### config.mk
export PLATFORM = sky130hd
export DESIGN_NAME = instr_decoder
export DESIGN_NICKNAME = d
export VERILOG_FILES = /design/src/rtl/instr_decoder_pkg.sv /design/src/rtl/instr_decoder_tnew_tracker.sv /design/src/rtl/instr_decoder.sv
export SDC_FILE = /design/constraint.sdc
export NUM_CORES = 1
export LEC_CHECK = 0
export BUFFER_PORTS_ARGS = -buffer_cell sky130_fd_sc_hd__buf_2
export CAP_MARGIN = 20
export CORE_AREA = 2 2 39 41
export DETAILED_ROUTE_END_ITERATION = 6
export DIE_AREA = 0 0 41 43
export GPL_TIMING_DRIVEN = 0
export PLACE_DENSITY = 0.46
export SYNTH_ARGS = -nofsm -noshare
export SYNTH_HDL_FRONTEND = slang
export SYNTH_HIERARCHICAL = 1
export SYNTH_SLANG_ARGS = --single-unit
### constraint.sdc
create_clock -name clk -period 2.22 [get_ports clk]
set_input_delay 0.333 -clock clk [delete_from_list [all_inputs] [get_ports clk]]
set_output_delay 0.333 -clock clk [all_outputs]
set_load 0.03 [all_outputs]
### src/rtl/instr_decoder_pkg.sv
// instr_decoder_pkg
// Shared encodings for the E-stage instruction decoder: MIPS opcode and
// funct field values, plus the Tnew codes (cycles until a result can be
// forwarded).
package instr_decoder_pkg;

  // Opcode field, instruction bits [31:26]
  localparam logic [5:0] OP_RTYPE    = 6'b000000;
  localparam logic [5:0] OP_ORI      = 6'b001101;
  localparam logic [5:0] OP_LUI      = 6'b001111;
  localparam logic [5:0] OP_LW       = 6'b100011;
  localparam logic [5:0] OP_JAL      = 6'b000011;
  localparam logic [5:0] OP_SPECIAL2 = 6'b011100;

  // Funct field, instruction bits [5:0]
  localparam logic [5:0] FN_ADDU = 6'b100001;
  localparam logic [5:0] FN_SUBU = 6'b100011;
  localparam logic [5:0] FN_CLZ  = 6'b100000;

  // Tnew codes
  localparam logic [1:0] T_PC  = 2'd0;
  localparam logic [1:0] T_ALU = 2'd1;
  localparam logic [1:0] T_DM  = 2'd2;

endpackage

### src/rtl/instr_decoder_tnew_tracker.sv
// tnew_tracker
// Registered Tnew copy for the hazard unit. It loads a fresh Tnew on
// request and otherwise counts down once per cycle, saturating at zero.
//
// Ports:
//   clk    in   rising-edge clock
//   reset  in   synchronous, active-high; clears tnew_q
//   load   in   capture tnew this cycle (overrides the decrement)
//   tnew   in   [1:0] decoded Tnew to capture
//   tnew_q out  [1:0] registered, self-decrementing Tnew
module tnew_tracker (
  input  logic       clk,
  input  logic       reset,
  input  logic       load,
  input  logic [1:0] tnew,
  output logic [1:0] tnew_q
);

  logic [1:0] r_tnew;

  // reset beats load; load beats the decrement; zero holds at zero
  always_ff @(posedge clk) begin
    if (reset) begin
      r_tnew <= '0;
    end else if (load) begin
      r_tnew <= tnew;
    end else if (r_tnew != '0) begin
      r_tnew <= r_tnew - 2'd1;
    end
  end

  assign tnew_q = r_tnew;

endmodule

### src/rtl/instr_decoder.sv
// instr_decoder
// Decode-side control block for the 5-stage MIPS pipeline. Turns the
// opcode/funct fields into one-hot instruction flags and a Tnew value,
// and keeps a registered, self-decrementing Tnew copy for stall/forward.
//
// Build option: define CLZ_EN to decode clz (SPECIAL2/CLZ). Without it
// the clz flag is tied low and that encoding is treated as unknown.
//
// Ports:
//   clk     in   rising-edge clock
//   reset   in   synchronous, active-high; clears tnew_q
//   op      in   [5:0] instruction bits [31:26]
//   func    in   [5:0] instruction bits [5:0]
//   load    in   capture decoded tnew into tnew_q this cycle
//   addu, subu, ori, lui, lw, jal, clz  out  one-hot instruction flags
//   tnew    out  [1:0] combinational Tnew of op/func
//   tnew_q  out  [1:0] registered Tnew, decrementing each cycle
module instr_decoder
  import instr_decoder_pkg::*;
(
  input  logic       clk,
  input  logic       reset,
  input  logic [5:0] op,
  input  logic [5:0] func,
  input  logic       load,
  output logic       addu,
  output logic       subu,
  output logic       ori,
  output logic       lui,
  output logic       lw,
  output logic       jal,
  output logic       clz,
  output logic [1:0] tnew,
  output logic [1:0] tnew_q
);

  logic w_addu, w_subu, w_ori, w_lui, w_lw, w_jal, w_clz;
  logic [1:0] w_tnew;

  always_comb begin
    w_addu = (op == OP_RTYPE) && (func == FN_ADDU);
    w_subu = (op == OP_RTYPE) && (func == FN_SUBU);
    w_ori  = (op == OP_ORI);
    w_lui  = (op == OP_LUI);
    w_lw   = (op == OP_LW);
    w_jal  = (op == OP_JAL);
`ifdef CLZ_EN
    w_clz  = (op == OP_SPECIAL2) && (func == FN_CLZ);
`else
    w_clz  = 1'b0;
`endif
  end

  always_comb begin
    w_tnew = T_PC;
    if (w_addu || w_subu || w_ori || w_lui || w_clz) begin
      w_tnew = T_ALU;
    end else if (w_lw) begin
      w_tnew = T_DM;
    end
  end

  assign addu = w_addu;
  assign subu = w_subu;
  assign ori  = w_ori;
  assign lui  = w_lui;
  assign lw   = w_lw;
  assign jal  = w_jal;
  assign clz  = w_clz;
  assign tnew = w_tnew;

  tnew_tracker u_tnew_tracker (
    .clk    (clk),
    .reset  (reset),
    .load   (load),
    .tnew   (w_tnew),
    .tnew_q (tnew_q)
  );

endmodule

### Word-level counts from Yosys, hierarchy flattened

Index checks and enable logic that the tools add are counted.

* add/subtract/negate cells: 1
* eq/ne operators: 6
* muxes and demuxes: 4
* reduce and logical (&&, ||, !) cells: 8

Operators by type and width (number)
* == test 6 bit, second input constant: 3
* == test 6 x 4 -> 1 bit, second input constant: 2
* two-way mux 2 bit: 4
* == test 6 x 2 -> 1 bit, second input constant: 1
* logical NOT 6 bit: 1
* nonzero test 2 bit: 2
* logical OR 1 bit: 3
* logical AND 1 bit: 2
* subtractor 2 x 1 -> 2 bit, second input constant: 1

* register bits: 2
* bits of input ports: 15
* output and inout port bits: 11
* logic and storage cells: 20

### Longest topological paths before layout

Gate-level depths: netlist (run 1).

* depth after elaboration: 7
* gate-level depth with buffers: 5
* gate-level depth less buffers: 5

### Modules after synthesis

Netlist (run 1), hierarchy kept.

By module, submodules not included
* tnew_tracker: times used 1, cells each 12, area each 121.4 µm²
* instr_decoder: times used 1, cells each 20, area each 108.9 µm²

### Worst setup path before layout (run 1)

Ideal clock, no wire load.

* path kind: input to output
* start: input op[1]
* end: output addu
* data arrival time: 1.788 ns
* data required time: 1.887 ns
* path slack: 0.099 ns
* cell stages on the path: 3
* cell sequence: or4b_1 > or4_4 > nor2_1

* longest elaborated chain between the ends: 2

RTL lines
* from (decl): line instr_decoder.sv:23 `input logic [5:0] op,`
* logical NOT 6 bit: line instr_decoder.sv:41 `w_addu = (op == OP_RTYPE) && (func == FN_ADDU);`
* logical AND 1 bit: line instr_decoder.sv:41
* to (decl): line instr_decoder.sv:26 `output logic addu,`

Every way passes these cells.

### Worst setup path after layout (run 1)

* start: input op[1]
* end: output tnew[0]

* longest elaborated chain between the ends: 6
* elaborated cells between the ends (all ways): 9

RTL lines
* logical NOT 6 bit: line instr_decoder.sv:41, instr_decoder.sv:42
* logical AND 1 bit (on tied branches): line instr_decoder.sv:41, instr_decoder.sv:42
* logical OR 1 bit (2 in series): line instr_decoder.sv:56 `if (w_addu || w_subu || w_ori || w_lui || w_clz) begin`
* logical OR 1 bit *: line instr_decoder.sv:56
* two-way mux 2 bit *: line instr_decoder.sv:56
* to (decl): line instr_decoder.sv:33 `output logic [1:0] tnew,`

Mark *: on every way between the ends. The rest lies on a longest branch, timed or not.

==> run summary, run 1 <==
GPL Wtd Cong - 0.650
Clock slew at reported path FFs - 0.03 ns
Fin crit share - 95.7%
CP Class - input port to output port
Cell count after synthesis - 32
IO Port Bufs - 24
Synth-to-Final Area Change - 72.8%
Peak Freq - 471 MHz
DR vias - 312
R2r setup slk - 1.08 ns
Power per Cell Area - 397 nW/um2
Slowest cell delay on critical path - 0.53 ns
Residual DRC count - 0
Prevailing post-synth register cell - dfxtp_1
Library cells used by synthesis - 19
Largest register FFs - 2
Top cells by area, synth - dfxtp_1 17%, nor2_1 9.8%, o41ai_2 7.1%, inv_1 6.5%, nand3b_1 6.5%
Die X - 41 um
Status - finished clean
Area after DPL - 370 um2
Top cells by count, synth - 6 x nor2_1, 4 x inv_1
Routed WL - 645 um
Io pins - 26
VDD IR max - 0.163 mV
DRT antenna net count - 0
Number of max-cap violations - 0
Fin Clk Skew - 0.00244 ns
Vias in the first global route - 302
DR WL/cell - 8.60 um
CTS max path bufs - 2
Fin area - 398 um2
CTS sink cnt - 2
Yosys top cell area share - 17.4%
Setup violations, final - 0
DR iter-0 viols - 4
Post-Synthesis Cell Area - 230 um2
Synth warn - 6
Mean Syn Cell Area - 7.19 um2
Endpoints failing hold - 0
Crit-path cells - buf_2, or4b_1, or4_4, nand2_1, buf_2
CP dominant cell by count - buf_2
CP Data Arrival Time - 1.79 ns
Vias per cell - 4.16
Pin count of the biggest net entering global routing - 5
Worst hold path class - input port to flip-flop
Leak - 0.217 nW
Final-report max-slew violation count - 0
Setup TNS - 0 ns
Root buf cell - clkbuf_4
Crit Path Max Fanout - 4
CTS buffer count - 3
Crit start category - input port
DIE AREA - 1760 um2
RSZ-0062 raised after global routing - no
Largest area contributor in the netlist - dfxtp_1
Layout cell share with drive strength beyond 1 - 50.8%
Initial antenna violation count - 0
H-tree depth - 1
Register area share after synthesis - 17.4%
Setup crit end kind - output port
Gr usage total - 8.91%
PostCTS Resize Cnt - 0
CP startpoint - op[1]
CTS tree - yes
Post-CTS Setup Repair Bufs - 0
DRT Pass-1 Iters - 3
Cts hold-fix bufs - 0
Row cnt - 14
Most frequent cell after synthesis - nor2_1
Hold_sp - reset
EDFF count, synth - 0
Post-DP HPWL - 575 um
Chip Height - 43 um
Seq cells post-synth - 2
Clock Latency Late Sink - 0.22 ns
Fin crit period - 2.12 ns
First-pass GRT wire length - 1050 um
Core Area - 1380 um2
Syn Nets - 48
Antenna Cells - 0
Nets - 77
Starting Density - 16.6%
Filler instances - 169
CP max-delay cell - or4_4
Critical Path RT - 1.89 ns
Overflow after GRT - 0
Synth async-reset ratio - 0%
RR Startpoint - u_tnew_tracker/tnew_q[0]
[critical path, delay by kind of cell]
kind	cells	cell delay (ns)
buffers and inverters	2	0.32
AND/OR/NAND/NOR	3	1.14
[cell type report]
type	instances	area [um2]	area share, %
multi-input combinational	25	168	42.1
timing repair buffer	24	125	31.4
sequential	2	40.0	10.1
clock buffer	3	22.5	5.66
tap	16	20.0	5.03
inverter	4	15.0	3.77
buffer	1	7.51	1.89
[cells by family after synthesis]
kind of cell / after synthesis / share of synthesized area, %
and+or+nand+nor: 20 / 51.6
AOI/OAI and AO/OA: 2 / 10.3
buffers and inverters: 5 / 9.78
other: 1 / 1.63
xor gates and xnor gates: 1 / 3.81
DFF: 2 / 17.4
adders and majority gates: 1 / 5.43
[cell usage in the layout, fill, tap and decap left out]
master    netlist  final
xor2_1          1      1
nand4_1         1      1
and2b_1         1      1
or4_1           1      1
or4_4           1      1
conb_1          1      1
dfxtp_1         2      2
o41ai_2         1      1
or4b_1          1      1
nor2b_1         1      1
buf_2           0     22
nor2_1          6      6
nor4_1          2      2
inv_1           4      4
o31ai_1         1      1
nand2b_1        2      2
ha_1            1      1
nand3b_1        2      2
buf_4           1      3
clkbuf_4        0      3
nand2_1         2      2
[per-layer routing]
metal | GRT usage [%] | wire [um] | vias to the layer above
met2 | 13.4 | 315 | 13
met3 | 6.28 | 42 | 0
li1 | - | - | 165
met4 | 4.00 | 0 | 0
met1 | 8.92 | 288 | 134
met5 | 0 | 0 | -
[final timing paths]
kind                                                  to  cells past startpoint
worst max-delay path                             tnew[0]                      5
worst min-delay path            u_tnew_tracker/tnew_q[1]                      2
worst max register to register  u_tnew_tracker/tnew_q[1]                      4
worst min register to register  u_tnew_tracker/tnew_q[0]                      2
[metrics by stage]
| stage | power (mW) | hold WS (ns) | std cells | util, % | worst slack, ns |
|---|---|---|---|---|---|
| global placement | 0.0779 | 0.582 | 72 | 26.8 | 0.0869 |
| finish | 0.158 | 0.353 | 75 | 28.8 | 0.0953 |
| global route | 0.171 | 0.354 | 75 | 28.8 | 0.00895 |
| floorplan | 0.0581 | 0.434 | 32 | - | 0.0990 |
| detailed placement | 0.0784 | 0.579 | 72 | 26.8 | 0.0801 |
| CTS | 0.163 | 0.343 | 75 | 28.4 | 0.0800 |
[power breakdown]
part | internal, mW | switching (mW)
Sequential | 0.0373 | 0.000787
Combinational | 0.0179 | 0.0216
Clock | 0.0596 | 0.0207
No activity file was read; power rests on OpenSTA's default activity.
==> run 2, diff against run 1 <==
--- a/config.mk
+++ b/config.mk
@@ -5,13 +5,14 @@
 export SDC_FILE = /design/constraint.sdc
 export NUM_CORES = 1
 export LEC_CHECK = 0
+export ABC_AREA = 1
 export BUFFER_PORTS_ARGS = -buffer_cell sky130_fd_sc_hd__buf_2
 export CAP_MARGIN = 20
 export CORE_AREA = 2 2 39 41
 export DETAILED_ROUTE_END_ITERATION = 6
 export DIE_AREA = 0 0 41 43
-export GPL_TIMING_DRIVEN = 0
-export PLACE_DENSITY = 0.46
+export PLACE_DENSITY = 0.48
+export SLEW_MARGIN = 5
 export SYNTH_ARGS = -nofsm -noshare
 export SYNTH_HDL_FRONTEND = slang
 export SYNTH_HIERARCHICAL = 1
==> run 2 against run 1 <==
Critical endpoint unchanged. Critical path type unchanged. Clock-buffer cell count is the same. Wire length is 0.78% higher. Non-clock buffer count is 1 lower. Area after synthesis rose by 12%. Setup slack better by 0.66 ns. Largest power group unchanged. Sequential power hardly changed. Critical path depth up 2. Sequential share of layout area down 0.40 points. Total power down 1.1%. Largest cell class unchanged. Core utilization increased by 1.2 points.
==> run summary, run 2 <==
Status - finished clean (unchanged)
DR vias - 341 (was 312)
Clock slew at reported path FFs - 0.03 ns (about the same)
Starting Density - 18.7% (was 16.6%)
Core Area - 1380 um2 (unchanged)
Routed WL - 650 um (was 645 um)
CTS tree - yes (unchanged)
Prevailing post-synth register cell - dfxtp_1 (unchanged)
Simple-gate share of the synthesized area - 58.0% (was 51.6%)
Setup TNS - 0 ns (unchanged)
Clock Latency Late Sink - 0.22 ns (about the same)
Post-Synthesis Cell Area - 259 um2 (was 230 um2)
Vias in the first global route - 251 (was 302)
Gr usage total - 7.52% (was 8.91%)
RSZ-0062 raised after global routing - no (unchanged)
RR Startpoint - u_tnew_tracker/tnew_q[0] (unchanged)
Seq cells post-synth - 2 (unchanged)
Compound-Gate Fraction of Synth Area - 0% (was 10.3%)
Hold_sp - reset (unchanged)
VDD IR max - 0.323 mV (was 0.163 mV)
DR WL/cell - 7.14 um (was 8.60 um)
Largest area contributor in the netlist - inv_1 (was dfxtp_1)
Syn Nets - 65 (was 48)
Layout Cells excl Fill - 91 (was 75)
Clock power frac - 50.7% (was 50.8%)
CP startpoint - op[5] (was op[1])
Multi-input combinational cell area - 166 um2 (was 168 um2)
Vias per cell - 3.75 (was 4.16)
Crit start category - input port (unchanged)
Final WS setup - 0.759 ns (was 0.0953 ns)
Library cells used by synthesis - 14 (was 19)
FF/Latch Area - 40.0 um2 (unchanged)
CP Data Arrival Time - 1.13 ns (was 1.79 ns)
Pin count of the biggest net entering global routing - 5 (unchanged)
Synth-to-Final Area Change - 59.9% (was 72.8%)
Leak - 0.276 nW (was 0.217 nW)
Worst Hold Depth - 4 (was 2)
First-pass GRT wire length - 917 um (was 1050 um)
Residual DRC count - 0 (unchanged)
Chip Height - 43 um (unchanged)
Setup WS pre-CTS - 0.761 ns (was 0.0801 ns)
CP Class - input port to output port (unchanged)
Largest family of logic cells by synthesized area - simple AND/OR/NAND/NOR gates (unchanged)
Area after DPL - 392 um2 (was 370 um2)
Sw Ratio - 27.8% (was 27.2%)
Crit Path Max Fanout - 2 (was 4)
Switching power - 43.4 uW (was 43.0 uW)
Overflow after GRT - 0 (unchanged)
Placed insts - 88 (was 72)
CTS buffer count - 3 (unchanged)
Critical Path RT - 1.89 ns (about the same)
Antenna Cells - 0 (unchanged)
H-tree depth - 1 (unchanged)
Row cnt - 14 (unchanged)
Most frequent cells in the layout - 24 x buf_2, 11 x nand2_1, 11 x inv_1, 8 x nor2_1, 5 x nand3_1 (was 22 x buf_2, 6 x nor2_1, 4 x inv_1, 3 x buf_4, 3 x clkbuf_4)
Power per Cell Area - 377 nW/um2 (was 397 nW/um2)
IO Port Bufs - 24 (unchanged)
Top cells by area, synth - inv_1 16%, nand2_1 16%, dfxtp_1 15%, nor2_1 12%, nand3_1 9.7% (was dfxtp_1 17%, nor2_1 9.8%, o41ai_2 7.1%, inv_1 6.5%, nand3b_1 6.5%)
Initial antenna violation count - 0 (unchanged)
DRT Pass-1 Iters - 1 (was 3)
Number of max-cap violations - 0 (unchanged)
Synth warn - 6 (unchanged)
Worst hold path class - input port to flip-flop (unchanged)
Fin Clk Skew - 0.00192 ns (was 0.00244 ns)
Cts hold-fix bufs - 0 (unchanged)
Reg2Reg Depth - 7 (was 4)
Yosys top cell area share - 15.9% (was 17.4%)
Setup violations, final - 0 (unchanged)
P_int - 113 uW (was 115 uW)
Power share of the combinational group - 25.1% (was 25.0%)
Post-CTS Setup Repair Bufs - 0 (unchanged)
DRT antenna net count - 0 (unchanged)
Top cells by count, synth - 11 x inv_1, 11 x nand2_1, 8 x nor2_1, 5 x nand3_1, 3 x nor2_2 (was 6 x nor2_1, 4 x inv_1)
DR iter-0 viols - 0 (was 4)
Register share of total power - 24.2% (was 24.1%)
Post-DP HPWL - 581 um (was 575 um)
CTS max path bufs - 2 (unchanged)
DIE AREA - 1760 um2 (unchanged)
Synth Area in Adders - 4.83% (was 5.43%)
Leading cell type in the layout, fill and taps excluded - buf_2 (unchanged)
Layout cell share with drive strength beyond 1 - 42.7% (was 50.8%)
Nets - 93 (was 77)
Largest register FFs - 2 (unchanged)
Synth Area in XOR/XNOR - 0% (was 3.80%)
Io pins - 26 (unchanged)
Filler instances - 172 (was 169)
Cell count after synthesis - 49 (was 32)
Fin crit share - 65.8% (was 95.7%)
Register area share after synthesis - 15.5% (was 17.4%)
Fin area - 414 um2 (was 398 um2)
Final-report max-slew violation count - 0 (unchanged)
Synth async-reset ratio - 0% (unchanged)
PostCTS Resize Cnt - 0 (unchanged)
Setup crit end kind - output port (unchanged)
Fin crit period - 1.46 ns (was 2.12 ns)
CTS sink cnt - 2 (unchanged)
Post-synthesis mux area share - 0% (unchanged)
Endpoints failing hold - 0 (unchanged)
Die X - 41 um (unchanged)
Peak Freq - 685 MHz (was 471 MHz)
Root buf cell - clkbuf_4 (unchanged)
EDFF count, synth - 0 (unchanged)
GPL Wtd Cong - 0.575 (was 0.650)
Mean Syn Cell Area - 5.29 um2 (was 7.19 um2)
## run 2: cell count changes after synthesis, sizes merged, moves of 2 or more
| cell | before | now |
|---|---|---|
| nand2 | 2 | 11 |
| nand3 | 0 | 6 |
| nor4 | 2 | 0 |
| nor2 | 6 | 11 |
| or4 | 2 | 0 |
| nand2b | 2 | 0 |
| inv | 4 | 12 |
## run 2: metal layers
layer	track usage (%)	wire, um
met5	0	0
met4	2.00	0
met3	3.14	52
met2	10.0	276
met1	10.9	321
## run 2: kinds of logic after synthesis
| kind of cell | after synthesis |
|---|---|
| simple gates | 32 |
| buf+inv | 13 |
| fa+ha+maj | 1 |
| flops | 2 |
| other cells | 1 |
## run 2: metrics by stage
stage	power, mW	util (%)	hold WS [ns]
2_1_floorplan	0.0595	-	0.486
3_3_place_gp	0.0775	28.3	0.584
3_5_place_dp	0.0778	28.3	0.584
4_1_cts	0.161	29.9	0.346
5_1_grt	0.169	29.9	0.370
6_report	0.156	29.9	0.352
## run 2: path summary, 6_finish.rpt
kind | slack, ns | endpoint
worst min-delay path | 0.35 | u_tnew_tracker/tnew_q[0]
worst max-delay path | 0.76 | tnew[0]
worst min register to register | 0.61 | u_tnew_tracker/tnew_q[0]
worst max register to register | 1.18 | u_tnew_tracker/tnew_q[1]
## run 2: power groups by stage
stage          registers, mW  clock network, mW  logic (mW)
4_1_cts               0.0379             0.0837      0.0396
5_1_grt               0.0380             0.0867      0.0439
6_report              0.0378             0.0792      0.0392
2_1_floorplan         0.0402                  0      0.0193
3_5_place_dp          0.0383                  0      0.0395
3_3_place_gp          0.0383                  0      0.0392
## run 2: area by class of cell
| class | instances | share of cell area (%) |
|---|---|---|
| Timing Repair Buffer | 24 | 29.0 |
| Inverter | 12 | 10.9 |
| Clock buffer | 3 | 5.44 |
| Tap cell | 16 | 4.83 |
| Sequential cell | 2 | 9.67 |
| Multi-Input combinational cell | 34 | 40.2 |
## run 2: critical path, cell delays in order
cell	delay (ns)
buf_2	0.11
nor2_2	0.12
nand2_1	0.09
nor2_2	0.11
nand2_1	0.08
nand3_2	0.09
buf_2	0.20
==> run 3, diff against run 2 <==
--- a/config.mk
+++ b/config.mk
@@ -5,13 +5,13 @@
 export SDC_FILE = /design/constraint.sdc
 export NUM_CORES = 1
 export LEC_CHECK = 0
-export ABC_AREA = 1
+export ABC_AREA = 0
 export BUFFER_PORTS_ARGS = -buffer_cell sky130_fd_sc_hd__buf_2
 export CAP_MARGIN = 20
 export CORE_AREA = 2 2 39 41
 export DETAILED_ROUTE_END_ITERATION = 6
 export DIE_AREA = 0 0 41 43
-export PLACE_DENSITY = 0.48
+export PLACE_DENSITY = 0.46
 export SLEW_MARGIN = 5
 export SYNTH_ARGS = -nofsm -noshare
 export SYNTH_HDL_FRONTEND = slang
==> constraint.sdc (replaced) <==
create_clock -name clk -period 1.5 [get_ports clk]
set_input_delay 0.225 -clock clk [delete_from_list [all_inputs] [get_ports clk]]
set_output_delay 0.225 -clock clk [all_outputs]
set_load 0.03 [all_outputs]
==> run 3 against run 2 <==
The run now ends with setup timing left. Hold slack got worse by 0.099 ns. Non-clock buffer count grew 6. First-iteration DRC count grew 1. Design area is 19% higher. Largest cell class unchanged. Largest power group unchanged.
==> run summary, run 3 (same netlist as run 1, synthesis figures left out) <==
Synth-to-Final Area Change - 114% (was 59.9%)
Setup crit end kind - output port (unchanged)
DR WL/cell - 8.54 um (was 7.14 um)
Die X - 41 um (unchanged)
Hold_sp - reset (unchanged)
Layout Cells excl Fill - 80 (was 91)
Slowest cell delay on critical path - 0.60 ns (was 0.20 ns)
Core Area - 1380 um2 (unchanged)
Switching power - 64.3 uW (was 43.4 uW)
Power per Cell Area - 499 nW/um2 (was 377 nW/um2)
Gr usage total - 8.22% (was 7.52%)
Setup violations, final - 4 (was 0)
RSZ-0062 raised after global routing - yes (was no)
CP max-delay cell - or4_4 (was buf_2)
First-pass GRT wire length - 1090 um (was 917 um)
Leading cell type in the layout, fill and taps excluded - buf_2 (unchanged)
IO Port Bufs - 24 (unchanged)
DIE AREA - 1760 um2 (unchanged)
R2r setup slk - 0.36 ns (was 1.18 ns)
CTS sink cnt - 2 (unchanged)
Worst Hold Depth - 2 (was 4)
Multi-input combinational cell area - 198 um2 (was 166 um2)
CTS buffer count - 3 (unchanged)
Clock slew at reported path FFs - 0.03 ns (about the same)
Residual DRC count - 0 (unchanged)
DR iter-0 viols - 1 (was 0)
Fin Clk Skew - 0.00405 ns (was 0.00192 ns)
CP dominant cell by count - buf_6
Chip Height - 43 um (unchanged)
Leak - 0.248 nW (was 0.276 nW)
Endpoints failing hold - 0 (unchanged)
Register share of total power - 23.0% (was 24.2%)
Fin crit share - 125%
P_int - 181 uW (was 113 uW)
DR vias - 329 (was 341)
DRT Pass-1 Iters - 2 (was 1)
Cell family with most CP delay - simple AND/OR/NAND/NOR gates (unchanged)
Clock power frac - 46.6% (was 50.7%)
Initial antenna violation count - 0 (unchanged)
Peak Freq - 534 MHz
Final WS setup - -0.374 ns (was 0.759 ns)
Crit-path cells - buf_6, or4b_1, or4_4, nor2_4, buf_6 (was buf_2, nor2_2, nand2_1, nor2_2, nand2_1, nand3_2, buf_2)
Critical Path RT - 1.27 ns (was 1.89 ns)
VDD IR max - 0.198 mV (was 0.323 mV)
Antenna Cells - 0 (unchanged)
Status - complete, but fails checks (was finished clean)
Vias in the first global route - 321 (was 251)
Number of max-cap violations - 0 (unchanged)
Pin count of the biggest net entering global routing - 5 (unchanged)
H-tree depth - 1 (unchanged)
FF-to-FF End - u_tnew_tracker/tnew_q[1] (unchanged)
Routed WL - 683 um (was 650 um)
Starting Density - 16.6% (was 18.7%)
Worst hold path class - input port to flip-flop (unchanged)
CP Class - input port to output port (unchanged)
CTS max path bufs - 2 (unchanged)
FF/Latch Area - 40.0 um2 (unchanged)
Root buf cell - clkbuf_4 (unchanged)
Failing checks - setup timing
Overflow after GRT - 0 (unchanged)
Reg2Reg Depth - 4 (was 7)
Post-CTS Setup Repair Bufs - 0 (unchanged)
CP Data Arrival Time - 1.65 ns (was 1.13 ns)
Hold EP - u_tnew_tracker/tnew_q[1] (was u_tnew_tracker/tnew_q[0])
Power share of the combinational group - 30.3% (was 25.1%)
Setup WS pre-CTS - -0.448 ns (was 0.761 ns)
Row cnt - 14 (unchanged)
Vias per cell - 4.11 (was 3.75)
Cts hold-fix bufs - 0 (unchanged)
GPL Wtd Cong - 0.659 (was 0.575)
CP bufs+invs - 2 (unchanged)
Clock Latency Late Sink - 0.22 ns (about the same)
Crit Path Max Fanout - 3 (was 2)
RR Startpoint - u_tnew_tracker/tnew_q[0] (unchanged)
Largest register FFs - 2 (unchanged)
Crit start category - input port (unchanged)
Final-report max-slew violation count - 0 (unchanged)
Nets - 82 (was 93)
Io pins - 26 (unchanged)
DRT antenna net count - 0 (unchanged)
CTS tree - yes (unchanged)
Most frequent cells in the layout - 19 x buf_2, 6 x buf_4, 5 x buf_6, 4 x inv_1, 4 x nor2_1 (was 24 x buf_2, 11 x nand2_1, 11 x inv_1, 8 x nor2_1, 5 x nand3_1)
Fin crit period - 1.87 ns
Filler instances - 164 (was 172)
Layout cell share with drive strength beyond 1 - 62.5% (was 42.7%)
Placed insts - 77 (was 88)
Sw Ratio - 26.2% (was 27.8%)
Post-DP HPWL - 624 um (was 581 um)
-- run 3: changes by cell type in the layout (fill, tap and decap cells not counted), moves of 4 or more --
cell     before  now
nand2_1      11    1
inv_1        11    4
buf_4         0    6
buf_2        24   19
buf_6         0    5
nand3_1       5    0
nor2_1        8    4
-- run 3: final cells by class --
class                      count  share of cell area [%]
sequential                     2                    8.14
inverter                       4                    3.05
clock buffer                   3                    4.58
multi-input combinational     25                    40.2
timing repair buffer          30                    39.9
tap                           16                    4.07
-- run 3: worst max path at each step --
stage | depth (start not counted) | slack [ns] | endpoint | start
after floorplan | 3 | -0.22 | addu | op[1]
after global placement | 5 | -0.43 | tnew[0] | op[5]
after detailed placement | 5 | -0.45 | addu | op[5]
after CTS | 5 | -0.38 | addu | func[4]
after global routing | 5 | -0.43 | addu | func[4]
final | 5 | -0.37 | subu | func[4]
-- run 3: metal layers --
metal / global-route usage, % / up-vias / wire length, um
met5: 0 / - / 0
met4: 2.00 / 0 / 0
met3: 0 / 0 / 55
met2: 14.1 / 13 / 333
met1: 10.9 / 140 / 294
li1: - / 176 / -
-- run 3: what timing repair did --
action	in CTS	in global routing
pin swaps	4	3
setup endpoints to repair	4	4
hold endpoints to repair	0	0
gates cloned	0	0
gates resized for setup	8	0
-- run 3: stage by stage --
stage	hold WS (ns)	utilization, %	total power [mW]	area, um2	TNS, ns
2_1_floorplan	0.326	-	0.0882	260	-0.866
4_1_cts	0.249	35.5	0.251	492	-1.23
6_report	0.253	35.5	0.245	492	-1.24
3_3_place_gp	0.476	31.6	0.128	438	-1.63
5_1_grt	0.253	35.5	0.262	492	-1.45
3_5_place_dp	0.480	31.6	0.129	438	-1.70
-- run 3: power by group through the flow --
stage | Combinational (mW) | Sequential, mW | Clock, mW
finish | 0.0743 | 0.0565 | 0.114
global route | 0.0822 | 0.0567 | 0.123
floorplan | 0.0280 | 0.0603 | 0
detailed placement | 0.0714 | 0.0572 | 0
CTS | 0.0754 | 0.0565 | 0.119
global placement | 0.0711 | 0.0572 | 0
